File: src/rtl/overlap_combine_acc.sv
// rtl/overlap_combine_acc.sv - GF(2) overlap combiner with burst XOR accumulation
// Optional input stage register enabled by defining OVERLAP_INREG_EN.
module overlap_combine_acc #(
  parameter int N         = 18,
  parameter int MAX_BEATS = 4,
  parameter int CW        = $clog2(MAX_BEATS + 1)
) (
  input  logic            clk,
  input  logic            rst_n,
  input  logic            clr,
  input  logic            in_valid,
  output logic            in_ready,
  input  logic            in_last,
  input  logic [N-2:0]    b_in1,
  input  logic [N-2:0]    b_in2,
  input  logic [N-2:0]    b_in3,
  input  logic [N-2:0]    b_in4,
  output logic            out_valid,
  input  logic            out_ready,
  output logic [2*N-2:0]  out_data,
  output logic [CW-1:0]   out_beats,
  output logic            out_ovf
);

  localparam int OW = 2*N - 1;

  typedef enum logic [1:0] {IDLE, ACC, HOLD} state_e;

  state_e          state_q, state_d;
  logic [OW-1:0]   comb_c;
  logic [OW-1:0]   acc_q, acc_d;
  logic [CW-1:0]   cnt_q, cnt_d, cnt_inc;
  logic            ovf_q, ovf_d;
  logic            in_fire;
  logic            in_gate;
  logic            beat_v, beat_last, beat_close;
  logic [OW-1:0]   beat_c;

  // Even bits interleave b_in1 with b_in4 shifted by one; odd bits come from b_in2^b_in3.
  always_comb begin
    comb_c         = '0;
    comb_c[0]      = b_in1[0];
    comb_c[2*N-2]  = b_in4[N-2];
    for (int i = 1; i <= N-2; i++) begin
      comb_c[2*i] = b_in1[i] ^ b_in4[i-1];
    end
    for (int i = 0; i <= N-2; i++) begin
      comb_c[2*i+1] = b_in2[i] ^ b_in3[i];
    end
  end

  assign in_fire = in_valid && in_ready;

`ifdef OVERLAP_INREG_EN
  logic            stg_v_q, stg_v_d;
  logic            stg_last_q, stg_last_d;
  logic            stg_close_q, stg_close_d;
  logic [OW-1:0]   stg_c_q, stg_c_d;
  logic [CW-1:0]   in_cnt_q, in_cnt_d, in_cnt_inc;

  assign in_cnt_inc = in_cnt_q + CW'(1);

  // Input-side beat count lets the stage know it holds the burst-closing beat.
  always_comb begin
    stg_v_d     = in_fire;
    stg_c_d     = in_fire ? comb_c : stg_c_q;
    stg_last_d  = in_fire ? in_last : stg_last_q;
    stg_close_d = in_fire ? (in_last || (in_cnt_inc == CW'(MAX_BEATS))) : stg_close_q;
    in_cnt_d    = in_cnt_q;
    if (in_fire) begin
      in_cnt_d = stg_close_d ? '0 : in_cnt_inc;
    end
    if (clr) begin
      stg_v_d     = 1'b0;
      stg_close_d = 1'b0;
      in_cnt_d    = '0;
    end
  end

  always_ff @(posedge clk or negedge rst_n) begin
    if (!rst_n) begin
      stg_v_q     <= 1'b0;
      stg_c_q     <= '0;
      stg_last_q  <= 1'b0;
      stg_close_q <= 1'b0;
      in_cnt_q    <= '0;
    end else begin
      stg_v_q     <= stg_v_d;
      stg_c_q     <= stg_c_d;
      stg_last_q  <= stg_last_d;
      stg_close_q <= stg_close_d;
      in_cnt_q    <= in_cnt_d;
    end
  end

  assign beat_v    = stg_v_q;
  assign beat_c    = stg_c_q;
  assign beat_last = stg_last_q;
  assign in_gate   = !(stg_v_q && stg_close_q);
`else
  assign beat_v    = in_fire;
  assign beat_c    = comb_c;
  assign beat_last = in_last;
  assign in_gate   = 1'b1;
`endif

  // cnt_q is zero in IDLE, so IDLE and ACC share the same update.
  assign cnt_inc    = cnt_q + CW'(1);
  assign beat_close = beat_last || (cnt_inc == CW'(MAX_BEATS));

  always_ff @(posedge clk or negedge rst_n) begin
    if (!rst_n) begin
      state_q <= IDLE;
    end else begin
      state_q <= state_d;
    end
  end

  always_comb begin
    state_d = state_q;
    if (clr) begin
      state_d = IDLE;
    end else begin
      case (state_q)
        IDLE, ACC: if (beat_v) state_d = beat_close ? HOLD : ACC;
        HOLD:      if (out_ready) state_d = IDLE;
        default:   state_d = IDLE;
      endcase
    end
  end

  always_comb begin
    out_valid = (state_q == HOLD);
    in_ready  = (state_q != HOLD) && in_gate;
  end

  always_comb begin
    acc_d = acc_q;
    cnt_d = cnt_q;
    ovf_d = ovf_q;
    if (clr) begin
      acc_d = '0;
      cnt_d = '0;
      ovf_d = 1'b0;
    end else if (state_q != HOLD && beat_v) begin
      acc_d = acc_q ^ beat_c;
      cnt_d = cnt_inc;
      ovf_d = beat_close && !beat_last;
    end else if (state_q == HOLD && out_ready) begin
      acc_d = '0;
      cnt_d = '0;
      ovf_d = 1'b0;
    end
  end

  always_ff @(posedge clk or negedge rst_n) begin
    if (!rst_n) begin
      acc_q <= '0;
      cnt_q <= '0;
      ovf_q <= 1'b0;
    end else begin
      acc_q <= acc_d;
      cnt_q <= cnt_d;
      ovf_q <= ovf_d;
    end
  end

  assign out_data  = acc_q;
  assign out_beats = cnt_q;
  assign out_ovf   = ovf_q;

endmodule

File: config.mk
export PLATFORM = sky130hd
export DESIGN_NAME = overlap_combine_acc
export DESIGN_NICKNAME = d
export VERILOG_FILES = /design/src/rtl/overlap_combine_acc.sv
export SDC_FILE = /design/constraint.sdc
export NUM_CORES = 1
export LEC_CHECK = 0
export BUFFER_PORTS_ARGS = -buffer_cell sky130_fd_sc_hd__buf_2
export CELL_PAD_IN_SITES_DETAIL_PLACEMENT = 0
export CELL_PAD_IN_SITES_GLOBAL_PLACEMENT = 1
export CORE_ASPECT_RATIO = 1.4
export CORE_UTILIZATION = 30
export DETAILED_ROUTE_END_ITERATION = 6
export HOLD_SLACK_MARGIN = 0.03
export PLACE_DENSITY = 0.77
export RECOVER_POWER = 100
export SYNTH_ARGS = -nofsm -noshare
export SYNTH_HDL_FRONTEND = slang
export SYNTH_SLANG_ARGS = --single-unit
export TNS_END_PERCENT = 10
File: constraint.sdc
create_clock -name clk -period 1.8 [get_ports clk]
set_input_delay 0.09 -clock clk [delete_from_list [all_inputs] [get_ports clk]]
set_output_delay 0.09 -clock clk [all_outputs]
set_load 0.005 [all_outputs]
==> out/metrics.yaml, run 1 <==
slew_headroom_pct: 37.5
vias: 2370
cts-buffers-inserted: 5
maxCapViolCount: 0
finalClockSkew_ns: 0.00413
cts_resized: 0
synth.cell_area_um2: 2660
fin_nets: 441
clock_path_buffers: 2
path_buf_inv: 2
max_freq_ghz: 0.621
hold_viol_final: 0
setup_ws_ns: 0.191
cp_top_family: "simple AND/OR/NAND/NOR gates"
power_density_nw_per_um2: 751
htree_levels: 2
multi_input_area_um2: 1340
max_stage_delay_ns: 0.48
worst_setup_path_start_kind: "flip-flop"
die-area_um2: 9240
timing.final.crit_share_pct: 89.4
worst_pin_slew_ns: 0.938
hold_start: "b_in4[16]"
maxSlewViolCount: 0
antenna_found_initial: 0
cts.reportedPaths.clkPinSlew_ns: 0.06
first_global_vias: 2329
r2r_start: "state_q[0]"
synth_fp_nets: 330
row_count: 40
final-setup-viol-count: 0
slowest_stage: "or4_1"
setup_tns_ns: 0
clock_latency_ns: 0.28
cts_root_buf: "clkbuf_16"
drt-initial-drc-count: 46
status: "complete, no violations"
final.min_clock_period_ns: 1.61
die_w_um: 81.5
die_h_um: 113
layout_common_cells: "90 x buf_2, 41 x dfrtp_1, 29 x inv_1"
p_leak_uw: 0.00155
crit_path_end_kind: "flip-flop"
required_ns: 2.00
ys_ff_latch: 41
coreArea_um2: 8610
grt_pass1_wl_mm: 10.8
synth_cell_types: 38
grt_max_degree: 44
crit_path_cell_trace: "nand2b_4, inv_1, buf_4, or4_1, a21oi_1"
drt_wl_total_mm: 6.45
fill_cells: 946
clock_sinks: 41
post_drt_wl_per_cell_um: 13.7
synth.avg_cell_area_um2: 10.5
yosys_warnings: 0
drc: 0
initial_core_util_pct: 30.9
worstSetupPathType: "flip-flop to flip-flop"
cts_tree: "yes"
layout_commonest_cell: "buf_2"
crit_path_max_fanout: 27
port_buffers: 114
area_growth_pct: 26.6
drive_gt1_share_pct: 34.2
ios: 115
critPathLaunch: "state_q[0]"
ir_drop_uv: 424
vias_per_cell: 5.03
place_ws_ns: 0.206
synth_cells: 254
first_pass_iters: 4
post-cts-setup-buffer-count: 0
antenna_cells: 0
grt_setup_unrepaired: "no"
gr-total-overflow: 0
grt_usage_pct: 14.8
routabilityCongestion: 0.704
seq_area_um2: 1030
synth.yosys.seq_area_share_pct: 38.6
hold_class: "primary input to flip-flop"
arrival_ns: 1.81
hpwl_mm: 4.78
holdBufCountCts: 1
ant_nets: 0
## cells by family (layout without fill, tap and decap cells)
family                     after synthesis  in the layout  share of synthesized area (%)
xor gates and xnor gates                34             34                           11.2
AOI/OAI and AO/OA                       60             60                           19.0
adders and majority gates                2              2                          0.942
buffers and inverters                   49            161                           8.71
muxes                                    1              1                          0.377
and+or+nand+nor                         67             67                           21.1
DFF                                     41             41                           38.6
## worst reg2reg max path: stages, from the launching register on
cell and delay (ns):
dfrtp_1 0.38, nand2b_4 0.21, inv_1 0.07, buf_4 0.21
or4_1 0.49, a21oi_1 0.17
## where the power goes
part / switching (uW) / internal, uW
Clock: 357 / 509
Combinational: 321 / 268
Sequential: 60.5 / 1010
## final timing paths
check | endpoint | slack, ns | depth (start not counted)
worst max-delay path | out_data[11] | 0.19 | 5
worst min-delay path | out_data[34] | 0.08 | 2
worst max register to register | out_data[11] | 0.19 | 5
worst min register to register | out_ovf | 0.54 | 2
max in group asynchronous | out_data[6] | 0.43 | 3
min in group asynchronous | out_data[22] | 0.46 | 2
## Yosys cell counts, drive strengths merged
cell	n	area share [%]
dfrtp	41	39
inv	30	4.2
o211ai	21	9.1
nand4	20	4.7
or4b	20	9.5
xor2	20	6.6
buf	14	3.7
xnor2	14	4.6
a21oi	13	2.4
o31ai	12	3.4
or4	12	3.4
nor2	6	0.85
clkbuf	5	0.75
a31oi	4	0.94
a32o	3	1.1
ha	2	0.94
nand2	2	0.28
o21ai	2	0.38
a211o	1	0.33
a21boi	1	0.28
a31o	1	0.33
and3b	1	0.33
mux2i	1	0.38
nand2b	1	0.52
nand3	1	0.19
nor2b	1	0.52
nor4b	1	0.33
o22ai	1	0.24
o41a	1	0.42
or2	1	0.24
or3	1	0.24
## state kept, by name (all words and copies together) (netlist names)
register   count
out_data      35
state_q        2
out_beats      3
out_ovf        1
## final cells by class
type	count	area share [%]
Clock buffer	6	3.83
Clock inverter	2	0.298
Inverter	30	3.35
Multi-Input combinational cell	164	39.8
Sequential cell	41	30.5
Tap cell	105	3.91
Timing Repair Buffer	123	18.3
## layer usage
| layer | up-vias | GRT usage [%] | wire length [um] |
|---|---|---|---|
| met3 | 4 | 3.15 | 383 |
| met1 | 1115 | 18.0 | 2760 |
| met5 | - | 0 | 0 |
| li1 | 1171 | - | - |
| met2 | 80 | 26.1 | 3270 |
| met4 | 0 | 3.21 | 35 |
## per-stage QoR
| stage | total power [uW] | utilization [%] | hold WS [ns] | instance area [um2] | std cells |
|---|---|---|---|---|---|
| floorplan | 1440 | - | -0.206 | 2660 | 254 |
| global placement | 1690 | 38.5 | 0.0331 | 3310 | 462 |
| detailed placement | 1720 | 38.5 | 0.0432 | 3310 | 462 |
| CTS | 2600 | 40.2 | 0.0841 | 3460 | 471 |
| global route | 2680 | 39.1 | 0.0985 | 3360 | 471 |
| finish | 2530 | 39.1 | 0.0835 | 3360 | 471 |
Note: power is estimated with default switching activity, not from simulation.
==> run 2: changes to the inputs <==
--- a/config.mk
+++ b/config.mk
@@ -9,6 +9,7 @@
 export CELL_PAD_IN_SITES_DETAIL_PLACEMENT = 0
 export CELL_PAD_IN_SITES_GLOBAL_PLACEMENT = 1
 export CORE_ASPECT_RATIO = 1.4
+export CORE_MARGIN = 8
 export CORE_UTILIZATION = 30
 export DETAILED_ROUTE_END_ITERATION = 6
 export HOLD_SLACK_MARGIN = 0.03
==> run 2 against run 1 <==
Net effect:
- cell count rose by 0.42%
- non-clock buffer count up 2
- total power grew 6.3%
- largest cell class unchanged
- global-route usage shrank 2.9 points
- hold slack got worse by 0.016 ns
- worst setup slack gained 0.030 ns
- fmax up 1.9%
- cell area grew 0.74%
- die area is 32% higher
==> out/metrics.yaml, run 2 (same netlist as run 1, synthesis figures left out) <==
status: "complete, no violations"  # unchanged
rr_endpoint: "out_data[4]"  # was out_data[11]
arrival_ns: 1.78  # was 1.81 ns
hold_start: "b_in1[0]"  # was b_in4[16]
row_count: 40  # unchanged
utilization_pct: 39.3  # was 39.1%
gr-total-overflow: 0  # unchanged
setup_tns_ns: 0  # unchanged
r2r_start: "state_q[0]"  # unchanged
cp_top_family: "simple AND/OR/NAND/NOR gates"  # unchanged
max_freq_ghz: 0.633  # was 0.621 GHz
power_density_nw_per_um2: 793  # was 751 nW/um2
cts_root_buf: "clkbuf_16"  # unchanged
slew_headroom_pct: 60.3  # was 37.5%
crit_path_end_kind: "flip-flop"  # unchanged
post_drt_wl_per_cell_um: 15.0  # was 13.7 um
hold_viol_final: 0  # unchanged
p_leak_uw: 0.00153  # was 0.00155 uW
path_buf_inv: 2  # unchanged
antenna_cells: 0  # unchanged
ir_drop_uv: 546  # was 424 uV
clock_latency_ns: 0.28  # about the same
maxCapViolCount: 0  # unchanged
critPathLaunch: "state_q[0]"  # unchanged
hold_class: "primary input to flip-flop"  # unchanged
holdWs_ns: 0.0672  # was 0.0835 ns
cts-buffers-inserted: 5  # unchanged
initial_core_util_pct: 30.9  # unchanged
first_global_vias: 2575  # was 2329
vias: 2335  # was 2370
vias_per_cell: 4.94  # was 5.03
final.min_clock_period_ns: 1.58  # was 1.61 ns
layout_common_cells: "84 x buf_2, 41 x dfrtp_1, 34 x clkbuf_1"  # was 90 x buf_2, 41 x dfrtp_1, 29 x inv_1
crit_path_cell_trace: "nand2b_1, inv_1, buf_2, or4b_1, o211ai_2"  # was nand2b_4, inv_1, buf_4, or4_1, a21oi_1
grt_max_degree: 33  # was 44
area_growth_pct: 27.5  # was 26.6%
port_buffers: 114  # unchanged
grt_pass1_wl_mm: 11.8  # was 10.8 mm
htree_levels: 2  # unchanged
clock_path_buffers: 2  # unchanged
final-setup-viol-count: 0  # unchanged
cts_tree: "yes"  # unchanged
hpwl_mm: 5.54  # was 4.78 mm
placed_area_um2: 3330  # was 3310 um2
required_ns: 2.00  # about the same
cts.reportedPaths.clkPinSlew_ns: 0.07  # was 0.06 ns
finalClockSkew_ns: 0.00837  # was 0.00413 ns
routabilityCongestion: 0.725  # was 0.704
reg2reg_slack_ns: 0.22  # was 0.19 ns
first_pass_iters: 4  # unchanged
drc: 0  # unchanged
worstSetupPathType: "flip-flop to flip-flop"  # unchanged
final_area_um2: 3390  # was 3360 um2
fin_nets: 443  # was 441
holdBufCountCts: 1  # unchanged
grt_setup_unrepaired: "no"  # unchanged
worst_pin_slew_ns: 0.595  # was 0.938 ns
clock_sinks: 41  # unchanged
max_stage_delay_ns: 0.53  # was 0.48 ns
slowest_stage: "or4b_1"  # was or4_1
cts_resized: 0  # unchanged
grt_usage_pct: 11.9  # was 14.8%
crit_path_max_fanout: 15  # was 27
timing.final.crit_share_pct: 87.8  # was 89.4%
drt_wl_total_mm: 7.08  # was 6.45 mm
die-area_um2: 12200  # was 9240 um2
worst_setup_path_start_kind: "flip-flop"  # unchanged
antenna_found_initial: 0  # unchanged
die_h_um: 127  # was 113 um
maxSlewViolCount: 0  # unchanged
crit_cells: 5  # unchanged
drive_gt1_share_pct: 32.3  # was 34.2%
ios: 115  # unchanged
endpoint: "out_data[4]"  # was out_data[11]
largest_reg_flops: 35  # unchanged
layout_commonest_cell: "buf_2"  # unchanged
reg2reg_depth: 5  # unchanged
ant_nets: 0  # unchanged
coreArea_um2: 8610  # unchanged
die_w_um: 95.5  # was 81.5 um
drt-initial-drc-count: 64  # was 46
post-cts-setup-buffer-count: 0  # unchanged
[run 2: changes by cell type in the layout (fill, tap and decap cells not counted), moves of 2 or more]
| cell | delta |
|---|---|
| buf_2 | -6 |
| or4b_1 | -3 |
| or4b_4 | +3 |
| clkinv_2 | -2 |
| clkbuf_1 | +9 |
| o211ai_2 | -2 |
| o211ai_1 | +2 |
[run 2: cell type report]
class / count / area (um2)
Clock buffer: 6 / 129
Clock inverter: 2 / 38.8
Fill cell: 918 / 5220
Inverter: 30 / 113
Multi-Input combinational cell: 164 / 1330
Sequential cell: 41 / 1030
Tap cell: 105 / 131
Timing Repair Buffer: 125 / 617
[run 2: how the worst min path moves through the flow]
stage	endpoint	slack, ns	cells past startpoint
floorplan	out_beats[0]	-0.21	0
global placement	out_data[19]	0.11	1
detailed placement	out_data[19]	0.11	1
CTS	out_data[0]	0.06	2
global route	out_data[0]	0.07	2
finish	out_data[0]	0.07	2
[run 2: metal layers]
| layer | GRT usage, % | share of wire, % |
|---|---|---|
| met3 | 4.16 | 8.9 |
| met2 | 19.9 | 47 |
| met4 | 2.82 | 0.86 |
| met5 | 0 | 0 |
| met1 | 13.9 | 43 |
[run 2: through the flow]
step,power (uW),setup WS [ns],cells
after floorplan,1440,0.371,254
after global placement,1710,0.327,464
after detailed placement,1730,0.287,464
after CTS,2770,0.272,473
after global routing,2850,0.101,473
final,2690,0.220,473
[run 2: power by group]
part | switching [uW] | internal [uW] | leakage (uW)
Sequential | 55.8 | 1010 | 0.000550
Combinational | 326 | 265 | 0.000898
Clock | 371 | 658 | 0.0000810
[run 2: worst reg2reg max path: stages, from the launching register on]
cell and delay (ns):
dfrtp_1 0.38, nand2b_1 0.18, inv_1 0.10, buf_2 0.22, or4b_1 0.54, o211ai_2 0.09
==> run 3: changes to the inputs <==
--- a/config.mk
+++ b/config.mk
@@ -18,4 +18,3 @@
 export SYNTH_ARGS = -nofsm -noshare
 export SYNTH_HDL_FRONTEND = slang
 export SYNTH_SLANG_ARGS = --single-unit
-export TNS_END_PERCENT = 10
==> constraint.sdc (replaced) <==
create_clock -name clk -period 1.8 [get_ports clk]
set_input_delay 0.27 -clock clk [delete_from_list [all_inputs] [get_ports clk]]
set_output_delay 0.27 -clock clk [all_outputs]
set_load 0.005 [all_outputs]
==> run 3 against run 2 <==
Net effect:
- sequential power about the same
- worst setup slack lost 0.042 ns
- total power shrank 1.6%
- hold slack improved by 0.19 ns
- non-clock buffer count is 3 lower
- sequential share of layout area increased by 0.35 points
- clock power down 4%
- cell area down 1.1%
- register-to-register slack improved by 0.02 ns
- core utilization is 0.45 points lower
==> out/metrics.yaml, run 3 (same netlist as run 1, synthesis figures left out) <==
placed_area_um2: 3300  # was 3330 um2
slowest_stage: "dfrtp_1"  # was or4b_1
maxSlewViolCount: 0  # unchanged
vias: 2332  # was 2335
clock_latency_ns: 0.28  # about the same
initial_core_util_pct: 30.9  # unchanged
clock_sinks: 41  # unchanged
place_ws_ns: 0.278  # was 0.287 ns
finalClockSkew_ns: 0.00568  # was 0.00837 ns
p_leak_uw: 0.00149  # was 0.00153 uW
coreArea_um2: 8610  # unchanged
die_h_um: 127  # unchanged
port_buffers: 114  # unchanged
wl_met1_mm: 3.17  # was 3.04 mm
fin_nets: 440  # was 443
hold_class: "primary input to flip-flop"  # unchanged
setup_ws_ns: 0.178  # was 0.220 ns
worstSetupPathType: "flip-flop to output port"  # was flip-flop to flip-flop
antenna_cells: 0  # unchanged
max_stage_delay_ns: 0.38  # was 0.53 ns
final-setup-viol-count: 0  # unchanged
pwr-share-comb_pct: 22.1  # was 22.0%
routabilityCongestion: 0.705  # was 0.725
swShare_pct: 27.6  # was 28.0%
grt_max_degree: 44  # was 33
intPower_uw: 1910  # was 1930 uW
drt_wl_total_mm: 7.17  # was 7.08 mm
largest_reg_flops: 35  # unchanged
arrival_ns: 1.35  # was 1.78 ns
area_growth_pct: 26.0  # was 27.5%
cts_tree: "yes"  # unchanged
highest_layer: "met4"  # unchanged
clock_path_buffers: 2  # unchanged
timing.final.crit_share_pct: 90.1  # was 87.8%
grt_usage_pct: 11.7  # was 11.9%
row_count: 40  # unchanged
cts-buffers-inserted: 5  # unchanged
crit_path_cell_trace: "nand2b_4, clkbuf_4, buf_2"  # was nand2b_1, inv_1, buf_2, or4b_1, o211ai_2
post_drt_wl_per_cell_um: 15.3  # was 15.0 um
hpwl_mm: 5.36  # was 5.54 mm
ant_nets: 0  # unchanged
worst_pin_slew_ns: 0.594  # was 0.595 ns
drt-initial-drc-count: 45  # was 64
first_global_vias: 2434  # was 2575
slew_headroom_pct: 60.4  # was 60.3%
hold_viol_final: 0  # unchanged
grt_pass1_wl_mm: 11.7  # was 11.8 mm
path_buf_inv: 2  # unchanged
maxCapViolCount: 0  # unchanged
cts_root_buf: "clkbuf_16"  # unchanged
cts.reportedPaths.clkPinSlew_ns: 0.06  # was 0.07 ns
wl_met2_mm: 3.28  # was 3.35 mm
antenna_found_initial: 0  # unchanged
final.min_clock_period_ns: 1.62  # was 1.58 ns
holdWs_ns: 0.259  # was 0.0672 ns
layout_commonest_cell: "buf_2"  # unchanged
clockPowerShare_pct: 37.5  # was 38.3%
switchingPower_uw: 729  # was 753 uW
ir_drop_uv: 455  # was 546 uV
required_ns: 1.53  # was 2.00 ns
crit_path_max_fanout: 24  # was 15
drive_gt1_share_pct: 31.6  # was 32.3%
ios: 115  # unchanged
max_freq_ghz: 0.617  # was 0.633 GHz
status: "complete, no violations"  # unchanged
die-area_um2: 12200  # unchanged
final_area_um2: 3350  # was 3390 um2
crit_path_end_kind: "output port"  # was flip-flop
power_density_nw_per_um2: 789  # was 793 nW/um2
gr-total-overflow: 0  # unchanged
worst_setup_path_start_kind: "flip-flop"  # unchanged
first_pass_iters: 4  # unchanged
p_seq_share_pct: 40.4  # was 39.7%
route.met3.wl_um: 630  # was 628 um
cp_top_family: "buffers and inverters"  # was simple AND/OR/NAND/NOR gates
post-cts-setup-buffer-count: 0  # unchanged
vias_per_cell: 4.97  # was 4.94
grt_setup_unrepaired: "no"  # unchanged
cts_resized: 0  # unchanged
setup_tns_ns: 0  # unchanged
htree_levels: 2  # unchanged
drc: 0  # unchanged
layout_common_cells: "83 x buf_2, 41 x dfrtp_1, 31 x clkbuf_1"  # was 84 x buf_2, 41 x dfrtp_1, 34 x clkbuf_1
die_w_um: 95.5  # unchanged
==> run 3: worst paths after layout <==
path / startpoint / end / slack [ns] / cells after the start
worst max-delay path: state_q[0] / in_ready / 0.18 / 3
worst min-delay path: b_in4[16] / out_data[34] / 0.26 / 2
worst max register to register: state_q[0] / out_data[9] / 0.24 / 5
worst min register to register: out_data[10] / out_data[10] / 0.55 / 2
max in group asynchronous: rst_n / out_data[6] / 0.47 / 3
min in group asynchronous: rst_n / out_data[4] / 0.52 / 2
==> run 3: final cells by class <==
cell class | instances | area [um2]
fill | 929 | 5260
multi-input combinational | 164 | 1320
sequential | 41 | 1030
timing repair buffer | 122 | 598
tap | 105 | 131
clock buffer | 5 | 125
inverter | 30 | 113
clock inverter | 2 | 35.0
==> run 3: repair_timing <==
action	in CTS	in global routing
endpoints found under the setup margin	0	0
hold endpoints to repair	20	0
hold buffers	1	0
==> run 3: per-layer routing <==
metal	track usage (%)	vias up
li1	-	1168
met4	3.36	0
met1	14.8	1066
met2	18.3	90
met5	0	-
met3	3.93	8
==> run 3: power groups by stage <==
stage / clock, uW / sequential [uW] / combinational (uW)
finish: 990 / 1070 / 585
global route: 1060 / 1080 / 662
CTS: 1030 / 1070 / 643
detailed placement: 0 / 1080 / 640
global placement: 0 / 1080 / 621
floorplan: 0 / 1090 / 352
==> run 3: stage by stage <==
step	power [uW]	instances	utilization, %
after global routing	2800	469	38.9
final	2640	469	38.9
after global placement	1700	461	38.4
after floorplan	1440	254	-
after CTS	2740	469	40.4
after detailed placement	1720	461	38.4
